==> src/rtl/dmem_rr_arbiter.sv <==
// dmem_rr_arbiter
// Shares the single-port data memory between four cores. One core is granted
// at a time by rotating priority; the granted access is issued to memory and
// completed with a one-cycle ack pulse (plus load data) back to that core.
// All outputs come straight from flops: the next value of each output is
// computed from the next state and the captured request.

module dmem_rr_arbiter #(
    parameter int ADDR_W = 16,
    parameter int DATA_W = 16,
    parameter int RD_LAT = 1
) (
    input  logic              clk_i,
    input  logic              reset_i,
    input  logic [3:0]        req_i,
    input  logic [3:0]        we_i,
    input  logic [ADDR_W-1:0] addr0_i,
    input  logic [ADDR_W-1:0] addr1_i,
    input  logic [ADDR_W-1:0] addr2_i,
    input  logic [ADDR_W-1:0] addr3_i,
    input  logic [DATA_W-1:0] wdata0_i,
    input  logic [DATA_W-1:0] wdata1_i,
    input  logic [DATA_W-1:0] wdata2_i,
    input  logic [DATA_W-1:0] wdata3_i,
    output logic [3:0]        ack_o,
    output logic [DATA_W-1:0] rdata_o,
    output logic              busy_o,
    output logic [ADDR_W-1:0] mem_addr_o,
    output logic [DATA_W-1:0] mem_wdata_o,
    output logic              mem_we_o,
    output logic              mem_re_o,
    input  logic [DATA_W-1:0] mem_rdata_i
);

    // Wide enough to hold RD_LAT up to 4.
    localparam int CNT_W = 3;

    typedef enum logic [1:0] {
        ST_IDLE  = 2'd0,
        ST_ISSUE = 2'd1,
        ST_WAIT  = 2'd2,
        ST_ACK   = 2'd3
    } state_e;

    // Rotating-priority pick: bit 2 = found, bits 1:0 = winning index.
    // Scanning from the farthest offset down lets the nearest one (base) win.
    function automatic logic [2:0] rr_pick(input logic [3:0] vec, input logic [1:0] base);
        logic [2:0] res;
        logic [1:0] idx;
        res = 3'b000;
        for (int i = 3; i >= 0; i--) begin
            idx = base + 2'(i);
            res = vec[idx] ? {1'b1, idx} : res;
        end
        return res;
    endfunction

    // One-hot decode of a core index.
    function automatic logic [3:0] onehot4(input logic [1:0] idx);
        return 4'b0001 << idx;
    endfunction

    // Control state
    state_e            state_q, state_d;
    logic [1:0]        ptr_q, ptr_d;
    logic [3:0]        mask_q, mask_d;
    logic [CNT_W-1:0]  cnt_q, cnt_d;

    // Captured transaction of the granted core
    logic [1:0]        g_q, g_d;
    logic              g_we_q, g_we_d;
    logic [ADDR_W-1:0] g_addr_q, g_addr_d;
    logic [DATA_W-1:0] g_wdata_q, g_wdata_d;

    // Registered outputs
    logic [3:0]        ack_q, ack_d;
    logic [DATA_W-1:0] rdata_q, rdata_d;
    logic              busy_q, busy_d;
    logic [ADDR_W-1:0] mem_addr_q, mem_addr_d;
    logic [DATA_W-1:0] mem_wdata_q, mem_wdata_d;
    logic              mem_we_q, mem_we_d;
    logic              mem_re_q, mem_re_d;

    // Arbitration result and winner's request fields
    logic [2:0]        pick;
    logic [ADDR_W-1:0] sel_addr;
    logic [DATA_W-1:0] sel_wdata;
    logic              sel_we;

    // A core just acked is masked out for exactly the following IDLE cycle.
    assign pick = rr_pick(req_i & ~mask_q, ptr_q);

    // Route the winning core's address, data and direction to the capture path.
    always_comb begin
        sel_addr  = addr0_i;
        sel_wdata = wdata0_i;
        sel_we    = we_i[pick[1:0]];
        case (pick[1:0])
            2'd0: begin
                sel_addr  = addr0_i;
                sel_wdata = wdata0_i;
            end
            2'd1: begin
                sel_addr  = addr1_i;
                sel_wdata = wdata1_i;
            end
            2'd2: begin
                sel_addr  = addr2_i;
                sel_wdata = wdata2_i;
            end
            2'd3: begin
                sel_addr  = addr3_i;
                sel_wdata = wdata3_i;
            end
            default: begin
                sel_addr  = addr0_i;
                sel_wdata = wdata0_i;
            end
        endcase
    end

    // Next-state logic of the access sequencer and the output pre-computation.
    always_comb begin
        state_d   = state_q;
        ptr_d     = ptr_q;
        mask_d    = mask_q;
        cnt_d     = cnt_q;
        g_d       = g_q;
        g_we_d    = g_we_q;
        g_addr_d  = g_addr_q;
        g_wdata_d = g_wdata_q;
        rdata_d   = rdata_q;

        case (state_q)
            ST_IDLE: begin
                // The suppression of the last winner lasts one IDLE cycle only.
                mask_d = 4'b0000;
                if (pick[2]) begin
                    g_d       = pick[1:0];
                    g_we_d    = sel_we;
                    g_addr_d  = sel_addr;
                    g_wdata_d = sel_wdata;
                    state_d   = ST_ISSUE;
                end else begin
                    state_d   = ST_IDLE;
                end
            end
            ST_ISSUE: begin
                if (g_we_q) begin
                    state_d = ST_ACK;
                end else begin
                    cnt_d   = CNT_W'(RD_LAT);
                    state_d = ST_WAIT;
                end
            end
            ST_WAIT: begin
                // Read data is valid in the last WAIT cycle (counter at 1).
                if (cnt_q == 3'd1) begin
                    rdata_d = mem_rdata_i;
                    cnt_d   = 3'd0;
                    state_d = ST_ACK;
                end else begin
                    cnt_d   = cnt_q - 3'd1;
                    state_d = ST_WAIT;
                end
            end
            ST_ACK: begin
                ptr_d   = g_q + 2'd1;
                mask_d  = onehot4(g_q);
                state_d = ST_IDLE;
            end
            default: begin
                state_d = ST_IDLE;
            end
        endcase

        // Outputs for the cycle in which state_d becomes current.
        busy_d      = (state_d != ST_IDLE);
        ack_d       = (state_d == ST_ACK) ? onehot4(g_d) : 4'b0000;
        mem_we_d    = (state_d == ST_ISSUE) && g_we_d;
        mem_re_d    = (state_d == ST_ISSUE) && !g_we_d;
        mem_addr_d  = (state_d != ST_IDLE) ? g_addr_d  : {ADDR_W{1'b0}};
        mem_wdata_d = (state_d != ST_IDLE) ? g_wdata_d : {DATA_W{1'b0}};
    end

    // State, captured request and output registers with synchronous reset.
    always_ff @(posedge clk_i) begin
        if (reset_i) begin
            state_q     <= ST_IDLE;
            ptr_q       <= 2'd0;
            mask_q      <= 4'b0000;
            cnt_q       <= 3'd0;
            g_q         <= 2'd0;
            g_we_q      <= 1'b0;
            g_addr_q    <= {ADDR_W{1'b0}};
            g_wdata_q   <= {DATA_W{1'b0}};
            ack_q       <= 4'b0000;
            rdata_q     <= {DATA_W{1'b0}};
            busy_q      <= 1'b0;
            mem_addr_q  <= {ADDR_W{1'b0}};
            mem_wdata_q <= {DATA_W{1'b0}};
            mem_we_q    <= 1'b0;
            mem_re_q    <= 1'b0;
        end else begin
            state_q     <= state_d;
            ptr_q       <= ptr_d;
            mask_q      <= mask_d;
            cnt_q       <= cnt_d;
            g_q         <= g_d;
            g_we_q      <= g_we_d;
            g_addr_q    <= g_addr_d;
            g_wdata_q   <= g_wdata_d;
            ack_q       <= ack_d;
            rdata_q     <= rdata_d;
            busy_q      <= busy_d;
            mem_addr_q  <= mem_addr_d;
            mem_wdata_q <= mem_wdata_d;
            mem_we_q    <= mem_we_d;
            mem_re_q    <= mem_re_d;
        end
    end

    assign ack_o       = ack_q;
    assign rdata_o     = rdata_q;
    assign busy_o      = busy_q;
    assign mem_addr_o  = mem_addr_q;
    assign mem_wdata_o = mem_wdata_q;
    assign mem_we_o    = mem_we_q;
    assign mem_re_o    = mem_re_q;

endmodule

==> config.mk <==
export PLATFORM = sky130hd
export DESIGN_NAME = dmem_rr_arbiter
export DESIGN_NICKNAME = d
export VERILOG_FILES = /design/src/rtl/dmem_rr_arbiter.sv
export SDC_FILE = /design/constraint.sdc
export NUM_CORES = 1
export LEC_CHECK = 0
export BUFFER_PORTS_ARGS = -buffer_cell sky130_fd_sc_hd__buf_4
export CORE_MARGIN = 2
export CORE_UTILIZATION = 43
export CTS_BUF_LIST = sky130_fd_sc_hd__clkbuf_16
export CTS_CLUSTER_SIZE = 12
export DETAILED_ROUTE_END_ITERATION = 8
export HOLD_SLACK_MARGIN = 0.12
export PLACE_DENSITY = 0.86
export SYNTH_ARGS = -nofsm -noshare
export SYNTH_HDL_FRONTEND = slang
export SYNTH_SLANG_ARGS = --single-unit
==> constraint.sdc <==
create_clock -name clk_i -period 2.2 [get_ports clk_i]
set_input_delay 0.55 -clock clk_i [delete_from_list [all_inputs] [get_ports clk_i]]
set_output_delay 0.55 -clock clk_i [all_outputs]
set_load 0.02 [all_outputs]
# After elaboration in Yosys (flattened, before gate mapping)
# Index checks and enable logic that the tools add are counted.
# op_classes
addsub,5
mul,0
div_mod_pow,0
magnitude_cmp,5
eq_ne,10
n_shift,2
muxes,32
bitwise_logic,4
n_reduce_logical,12
# op_table
cell,count
16-bit case mux with 4 select lines,2
16-bit 2-to-1 mux,4
3-bit 2-to-1 mux,6
"2-bit by 3-bit less-than comparator with 1-bit output, second input constant",5
1-bit binary-select mux with 2-bit select,5
"2-bit == test, second input constant",5
1-bit 2-to-1 mux,10
2-bit case mux with 4 select lines,1
4-bit case mux with 2 select lines,1
"1-bit by 2-bit << shifter with 4-bit output, first input constant",2
"2-bit by 1-bit == test with 1-bit output, second input constant",3
3-bit case mux with 2 select lines,1
2-bit nonzero test,3
"2-bit by 1-bit adder with 2-bit output, second input constant",2
"2-bit adder, second input constant",2
4-bit bitwise AND,1
2-bit zero test,2
2-bit 2-to-1 mux,2
4-bit NOT,1
2-bit AND reduction,2
2-bit OR reduction,2
"3-bit by 1-bit == test with 1-bit output, second input constant",1
"3-bit by 1-bit subtractor with 3-bit output, second input constant",1
1-bit logical AND,2
other kinds (3),4
# word_totals
register_bits,101
latch_bits,0
ram_bits,0
romBits,0
inputBits,154
output_inout_bits,55
elab_cells,85
n_memories,0

# Logic depth before layout (Yosys ltp)
# Gate-level depths: netlist of run 1.
# logic_depth
depth_word,14
depth_mapped,9
depth_no_buf,7

# Worst setup path before layout of run 1
# Ideal clock, no wire load.
# synth_path
path_type,input -> register
startpoint,input port req_i[2]
endpoint,register g_addr_q[0]
setup_time_ps,115
arrival_ps,2250
required_ps,2085
setup_slack_ps,-164
cell_stages,9
path_buffers,4
cell_sequence,or3b_1 -> o311a_1 -> buf_6 -> or2_1 -> buf_2 -> buf_6 -> buf_6 -> mux2i_1 -> a2111oi_0
# synth_via
elab_chain_len,11
word_cells_on_any_way,20
cone_classes,3 x eq/ne; 15 x mux; 1 x bitwise; 1 x reduce/logical
# synth_rtl
element,line_no,rtl
start: declaration,15,"input logic [3:0] req_i,"
4-bit bitwise AND *,91,"assign pick = rr_pick(req_i & ~mask_q, ptr_q);"
1-bit binary-select mux with 2-bit select,53,"res = vec[idx] ? {1'b1, idx} : res;"
1-bit 2-to-1 mux (not written as such),53,
3-bit 2-to-1 mux (3 in series),53,
3-bit 2-to-1 mux *,53,
2-bit == test (tied with other cells),98,case (pick[1:0])
16-bit case mux with 4 select lines,98,
16-bit 2-to-1 mux *,138,if (pick[2]) begin
16-bit 2-to-1 mux *,134,case (state_q)
end signal: assignment,195,g_addr_q <= {ADDR_W{1'b0}};
end signal: assignment,211,g_addr_q <= g_addr_d;
end: declaration,72,"logic [ADDR_W-1:0] g_addr_q, g_addr_d;"
# Every way passes the cells marked *; elsewhere a longest branch is shown, timed or not. The select of a mux whose other input is x is not followed.
# A chain may end at the register's enable or synchronous reset.

# Worst setup path after layout of run 1
# layout_path
startpoint,register mask_q[2]
endpoint,"register mem_addr_q[14], in the netlist mem_addr_o[14]"
# layout_via
elab_chain_len,13
word_cells_on_any_way,26
cone_classes,3 x eq/ne; 17 x mux; 3 x bitwise; 3 x reduce/logical
# layout_rtl
element,line_no,rtl
start: declaration,66,"logic [3:0] mask_q, mask_d;"
start signal: assignment,207,mask_q <= mask_d;
4-bit NOT *,91,
4-bit bitwise AND *,91,
1-bit binary-select mux with 2-bit select,53,
1-bit 2-to-1 mux (not written as such),53,
3-bit 2-to-1 mux (3 in series),53,
3-bit 2-to-1 mux *,53,
1-bit 2-to-1 mux,138,
2-bit case mux with 4 select lines,134,
2-bit nonzero test,182,mem_addr_d = (state_d != ST_IDLE) ? g_addr_d : {ADDR_W{1'b0}};
1-bit NOT (no source line),n/a,
2-bit OR reduction (no source line),n/a,
end signal: assignment,200,mem_addr_q <= {ADDR_W{1'b0}};
end signal: assignment,216,mem_addr_q <= mem_addr_d;
end: declaration,79,"logic [ADDR_W-1:0] mem_addr_q, mem_addr_d;"
# Marked as above.

==> results of run 1 <==
[placed cells by master (no fill, tap or decap), types with 4 or more instances in the layout]
master	instances
buf_4	230
dfxtp_1	101
nor2_1	44
nand2_1	38
a2111oi_2	37
mux2i_1	33
nor3b_1	27
a2111oi_0	27
a2111oi_1	26
a21oi_1	22
inv_1	11
ha_1	11
clkbuf_16	9
buf_12	9
nand3_1	8
a2111oi_4	7
a22oi_1	6
nor3b_2	6
nand2b_1	5
nor2b_1	4
o21ai_0	4
[power breakdown]
group	internal (uW)	leakage (uW)	switching [uW]	total (uW)
clock	990	0.000146	670	1660
combinational	1510	0.00204	2170	3680
sequential	2400	0.000832	209	2600
[layer usage]
layer,track usage [%],share of wire [%]
met1,27.14,39
met5,0,0
met2,44.83,53
met4,7.083,2.0
met3,5.708,6.1
[cell type report]
| class | count | area (um2) | share of cell area [%] |
|---|---|---|---|
| Clock buffer | 9 | 225.2 | 3.086 |
| Clock inverter | 6 | 87.58 | 1.200 |
| Inverter | 11 | 41.29 | 0.5657 |
| Multi-Input combinational cell | 332 | 2840 | 38.92 |
| Sequential cell | 101 | 2022 | 27.70 |
| Tap cell | 140 | 175.2 | 2.400 |
| Timing Repair Buffer | 239 | 1907 | 26.13 |
[state kept, by name, indices dropped and copies added, names as in the netlist]
| signal | count |
|---|---|
| mask_q | 4 |
| mem_wdata_o | 16 |
| g_wdata_q | 16 |
| ptr_q | 2 |
| busy_o | 1 |
| cnt_q | 3 |
| mem_re_o | 1 |
| ack_o | 4 |
| mem_we_o | 1 |
| mem_addr_o | 16 |
| g_q | 2 |
| g_we_q | 1 |
| rdata_o | 16 |
| g_addr_q | 16 |
| state_q | 2 |
[timing repair]
action	CTS	global route
gates resized for setup	4	57
setup endpoints to repair	3	42
gates cloned	0	0
pin swaps	0	1
[kinds of logic after synthesis]
group	Yosys count	synth area share [%]
compound gates	142	27.83
simple gates	145	15.19
fa+ha+maj	11	2.818
mux	34	6.995
flops	101	41.40
buf+inv	60	5.765
[final timing paths]
kind / start / endpoint / depth (start not counted)
max reg2reg: mask_q[2] / mem_addr_o[14] / 6
min: rdata_o[5] / rdata_o[5] / 2
min reg2reg: rdata_o[5] / rdata_o[5] / 2
max: mask_q[2] / mem_addr_o[14] / 6
[stage by stage]
step | hold WS (ns) | total power, uW | cell area, um2 | instances
3_5_place_dp | 0.4488 | 6041 | 6780 | 823
3_3_place_gp | 0.4430 | 5872 | 6780 | 823
4_1_cts | 0.4465 | 7706 | 7106 | 838
2_1_floorplan | 0.4538 | 4595 | 4922 | 493
5_1_grt | 0.4488 | 8351 | 7298 | 838
6_report | 0.4562 | 7941 | 7298 | 838
[worst max-delay path, cell delays in order, from the launching register on]
cell and delay (ns):
dfxtp_1 0.33, or3b_1 0.40, o311a_1 0.18, or2_4 0.28
buf_12 0.20, a2111oi_2 0.48, a2111oi_0 0.14
==> reports/metrics.cfg, run 1 <==
[run_status]
status=complete, no violations

[place]
dp_hpwl_mm=11.40
gp_congestion=0.9032
io_buffers=208
post-place-ws_ns=-0.3202

[setup_path]
cp.arrival_ns=2.37
start_kind=flop
path_class=flop to flop
crit_fanout=37
reg2reg_slack_ns=0.03
worstPathRequired_ns=2.40
end_kind=flop

[power]
peakVddDrop_mv=0.6440
power_density_nw_per_um2=1088
p_leak_uw=0.003021

[drt]
totalWireLength_mm=15.53
drtIter0Drc=229
wire_per_inst_um=18.54
drc=0
via_per_inst=5.817
dr.pass1.iters=4
final_antenna_net_count=0
num_vias=4875

[cells_and_area]
syn_to_final_growth_pct=49.45
fin_nets=859
post-route-util_pct=66.45
n_fill_cell=826
n_antenna_cell=0
drive_gt1_share_pct=44.84

[clock_tree]
numCtsBuffers=9
cts_tree=done
insertion_delay_ns=0.34
clock_tree.buffer_depth=2
clock_sinks=101
htree_levels=3
cts.clk_slew.worst_paths_ns=0.07
ctsHoldBuffers=0
post-cts-setup-buffers=0
cts_root_buf=clkbuf_16

[timing]
setup_slack_ns=0.02860
period_share_pct=98.70
rsz0062_at_grt=true
tightestPinTransition_ns=0.5825
finalHoldViolations=0
finalMaxSlewViolations=0
tns_ns=0
slew_headroom_pct=61.17
max_freq_mhz=460.5
final.min_clock_period_ns=2.171
setup_viol=0
clock_skew_ns=0.006780

[logic_synthesis]
synth_cells=493
synth_area_leaders=dfxtp_1 (41%), a2111oi_0 (11%), a2111oi_2 (9.8%)
ys.flop_type=dfxtp_1
yosysTopAreaCell=dfxtp_1
ys_ff_latch=101
synthTopCellsByCount=dfxtp_1 (101), a2111oi_0 (64), nor2_1 (44)
synth-edff-count=0
syn-cell-area_um2=4883
synth.distinct_cells=43
syn_nets=658
async_flop_share_pct=0
synth_seq_area_share_pct=41.40
synth.top_cell.area_share_pct=41.40
avgSynthCellArea_um2=9.906
synth.most_common_cell=dfxtp_1
yosys_warnings=0

[global_routing]
grt_overflow=0
grt_max_degree=42
grt_first_pass_wirelength_mm=24.24
antenna_found_initial=0
grt_pass1_vias=4972
grt_usage_pct=24.09

[min_path]
min_path_type=flop to flop

[floorplanning]
die-area_um2=12230
core_area_um2=10980
die_y_um=110.6
start_util_pct=44.46
io_pins=209
chipWidth_um=110.6
core.rowCount=38

[run]
cap_violations=0

(Power assumes the default switching activity.)
==> run 2: changes to the inputs <==
- CORE_UTILIZATION: 43 -> 45
- CTS_BUF_LIST: sky130_fd_sc_hd__clkbuf_16 -> sky130_fd_sc_hd__clkbuf_8
- PLACE_DENSITY: 0.86 -> 0.89
==> reports/metrics.cfg, run 2 (synthesis gave the netlist of run 1 again) <==
[run_status]
status=finished, violations left  ; was complete, no violations
violations=setup timing

[floorplanning]
io_pins=209  ; unchanged
start_util_pct=45.65  ; was 44.46%
die-area_um2=11700  ; was 12230 um2
core_area_um2=10700  ; was 10980 um2
die_y_um=108.2  ; was 110.6 um
core.rowCount=38  ; unchanged
chipWidth_um=108.2  ; was 110.6 um

[global_routing]
grt_pass1_vias=4844  ; was 4972
grt_usage_pct=24.23  ; was 24.09%
grt_max_degree=42  ; unchanged
grt_overflow=0  ; unchanged
antenna_found_initial=0  ; unchanged
grt_first_pass_wirelength_mm=22.83  ; was 24.24 mm

[min_path]
min_path_type=input port to flop  ; was flop to flop

[clock_tree]
insertion_delay_ns=0.35  ; was 0.34 ns
cts_root_buf=clkbuf_8  ; was clkbuf_16
cts_tree=done  ; unchanged
cts.clk_slew.worst_paths_ns=0.09  ; was 0.07 ns
htree_levels=3  ; unchanged
clock_tree.buffer_depth=2  ; unchanged
clock_sinks=101  ; unchanged
ctsHoldBuffers=0  ; unchanged
numCtsBuffers=9  ; unchanged

[drt]
final_antenna_net_count=0  ; unchanged
dr.pass1.iters=4  ; unchanged
totalWireLength_mm=15.00  ; was 15.53 mm
wire_per_inst_um=18.05  ; was 18.54 um
num_vias=4788  ; was 4875
drtIter0Drc=226  ; was 229
drc=0  ; unchanged
via_per_inst=5.762  ; was 5.817

[place]
postPlaceCellArea_um2=6715  ; was 6780 um2
dp_cells=816  ; was 823
io_buffers=208  ; unchanged
gp_congestion=0.9213  ; was 0.9032
post-place-ws_ns=-0.3128  ; was -0.3202 ns
dp_hpwl_mm=10.53  ; was 11.40 mm

[power]
p_leak_uw=0.002933  ; was 0.003021 uW
power.internal_uw=4441  ; was 4893 uW
clkPwrFrac_pct=16.6  ; was 20.9%
p_sw_uw=2956  ; was 3049 uW
swShare_pct=39.97  ; was 38.39%
peakVddDrop_mv=0.5684  ; was 0.6440 mV
seq_power_share_pct=35.1  ; was 32.8%
power_density_nw_per_um2=1043  ; was 1088 nW/um2
combPwrFrac_pct=48.3  ; was 46.3%

[setup_path]
cp_cell_sequence=or3b_1, o311a_1, buf_4, nor3b_1, a2111oi_4, a2111oi_0  ; was or3b_1, o311a_1, or2_4, buf_12, a2111oi_2, a2111oi_0
cpPeakStageDelay_ns=0.40  ; was 0.48 ns
end_kind=flop  ; unchanged
cp.arrival_ns=2.44  ; was 2.37 ns
crit_fanout=20  ; was 37
cpMaxStageDelayCell=or3b_1  ; was a2111oi_2
path_class=flop to flop  ; unchanged
start_kind=flop  ; unchanged
worstPathRequired_ns=2.42  ; was 2.40 ns

[cells_and_area]
layout_common_cells=buf_4 (224), dfxtp_1 (101), nor2_1 (44)  ; was buf_4 (230), dfxtp_1 (101), nor2_1 (44)
fin_cells=831  ; was 838
fin_nets=852  ; was 859
layout_commonest_cell=buf_4  ; unchanged
post-route-util_pct=66.28  ; was 66.45%
drive_gt1_share_pct=43.56  ; was 44.84%
syn_to_final_growth_pct=45.20  ; was 49.45%
fin_area_um2=7091  ; was 7298 um2
n_antenna_cell=0  ; unchanged

[timing]
rsz0062_at_grt=true  ; unchanged
final.min_clock_period_ns=2.226  ; was 2.171 ns
finalMaxSlewViolations=0  ; unchanged
max_freq_mhz=449.3  ; was 460.5 MHz
holdWs_ns=0.4364  ; was 0.4562 ns
setup_viol=1  ; was 0
clock_skew_ns=0.01159  ; was 0.006780 ns
slew_headroom_pct=60.44  ; was 61.17%
finalHoldViolations=0  ; unchanged
period_share_pct=101.2  ; was 98.70%
tightestPinTransition_ns=0.5934  ; was 0.5825 ns
setup_slack_ns=-0.02586  ; was 0.02860 ns

[run]
cap_violations=0  ; unchanged

## run 2: changes by cell type in the layout (fill, tap and decap cells not counted), sizes merged
cell	before	now
buf	239	232
bufinv	2	1
clkbuf	9	11
clkinv	1	2
clkinvlp	2	0
## run 2: layout make-up
cell class / count / area, um2
clock buffers: 11 / 151.4
well taps: 140 / 175.2
clock inverters: 4 / 56.30
inverters: 11 / 41.29
repair buffers: 232 / 1842
fillers: 845 / 3607
multi-input cells: 332 / 2803
flip-flops and latches: 101 / 2022
## run 2: critical path, delay by kind of cell, from the launching register on
| kind | cells | cell delay (ns) |
|---|---|---|
| simple gates | 2 | 0.79 |
| flops | 1 | 0.34 |
| buf+inv | 1 | 0.26 |
| compound gates | 3 | 0.69 |
## run 2: routing by layer
metal / global-route usage, % / routed length, um
met4: 7.875 / 256
met5: 0 / 0
met1: 28.45 / 5777
met2: 44.07 / 7947
met3: 4.822 / 1020
## run 2: power by group through the flow
stage	logic (uW)	clock network [uW]	registers, uW
2_1_floorplan	1620	0	2970
3_3_place_gp	3230	0	2620
3_5_place_dp	3370	0	2640
4_1_cts	3380	1250	2600
5_1_grt	3830	1340	2650
6_report	3570	1230	2600
## run 2: path summary, 6_finish.rpt
check	from	endpoint	slack [ns]	cells after the start
worst min-delay path	mem_rdata_i[11]	rdata_o[11]	0.44	3
worst min register to register	rdata_o[4]	rdata_o[4]	0.46	2
worst max register to register	mask_q[2]	mem_wdata_o[2]	-0.03	6
worst max-delay path	mask_q[2]	mem_wdata_o[2]	-0.03	6
## run 2: timing repair
action / 4_1_cts / 5_1_grt
buffers inserted: 0 / 0
gates resized for setup: 1 / 44
pin swaps: 0 / 2
endpoints found under the setup margin: 1 / 41
## run 2: stage by stage
step / setup TNS, ns / power (uW)
after floorplan: -6.600 / 4595
after global placement: -8.406 / 5848
after detailed placement: -11.85 / 6013
after CTS: 0 / 7227
after global routing: -0.9671 / 7824
final: -0.02586 / 7397
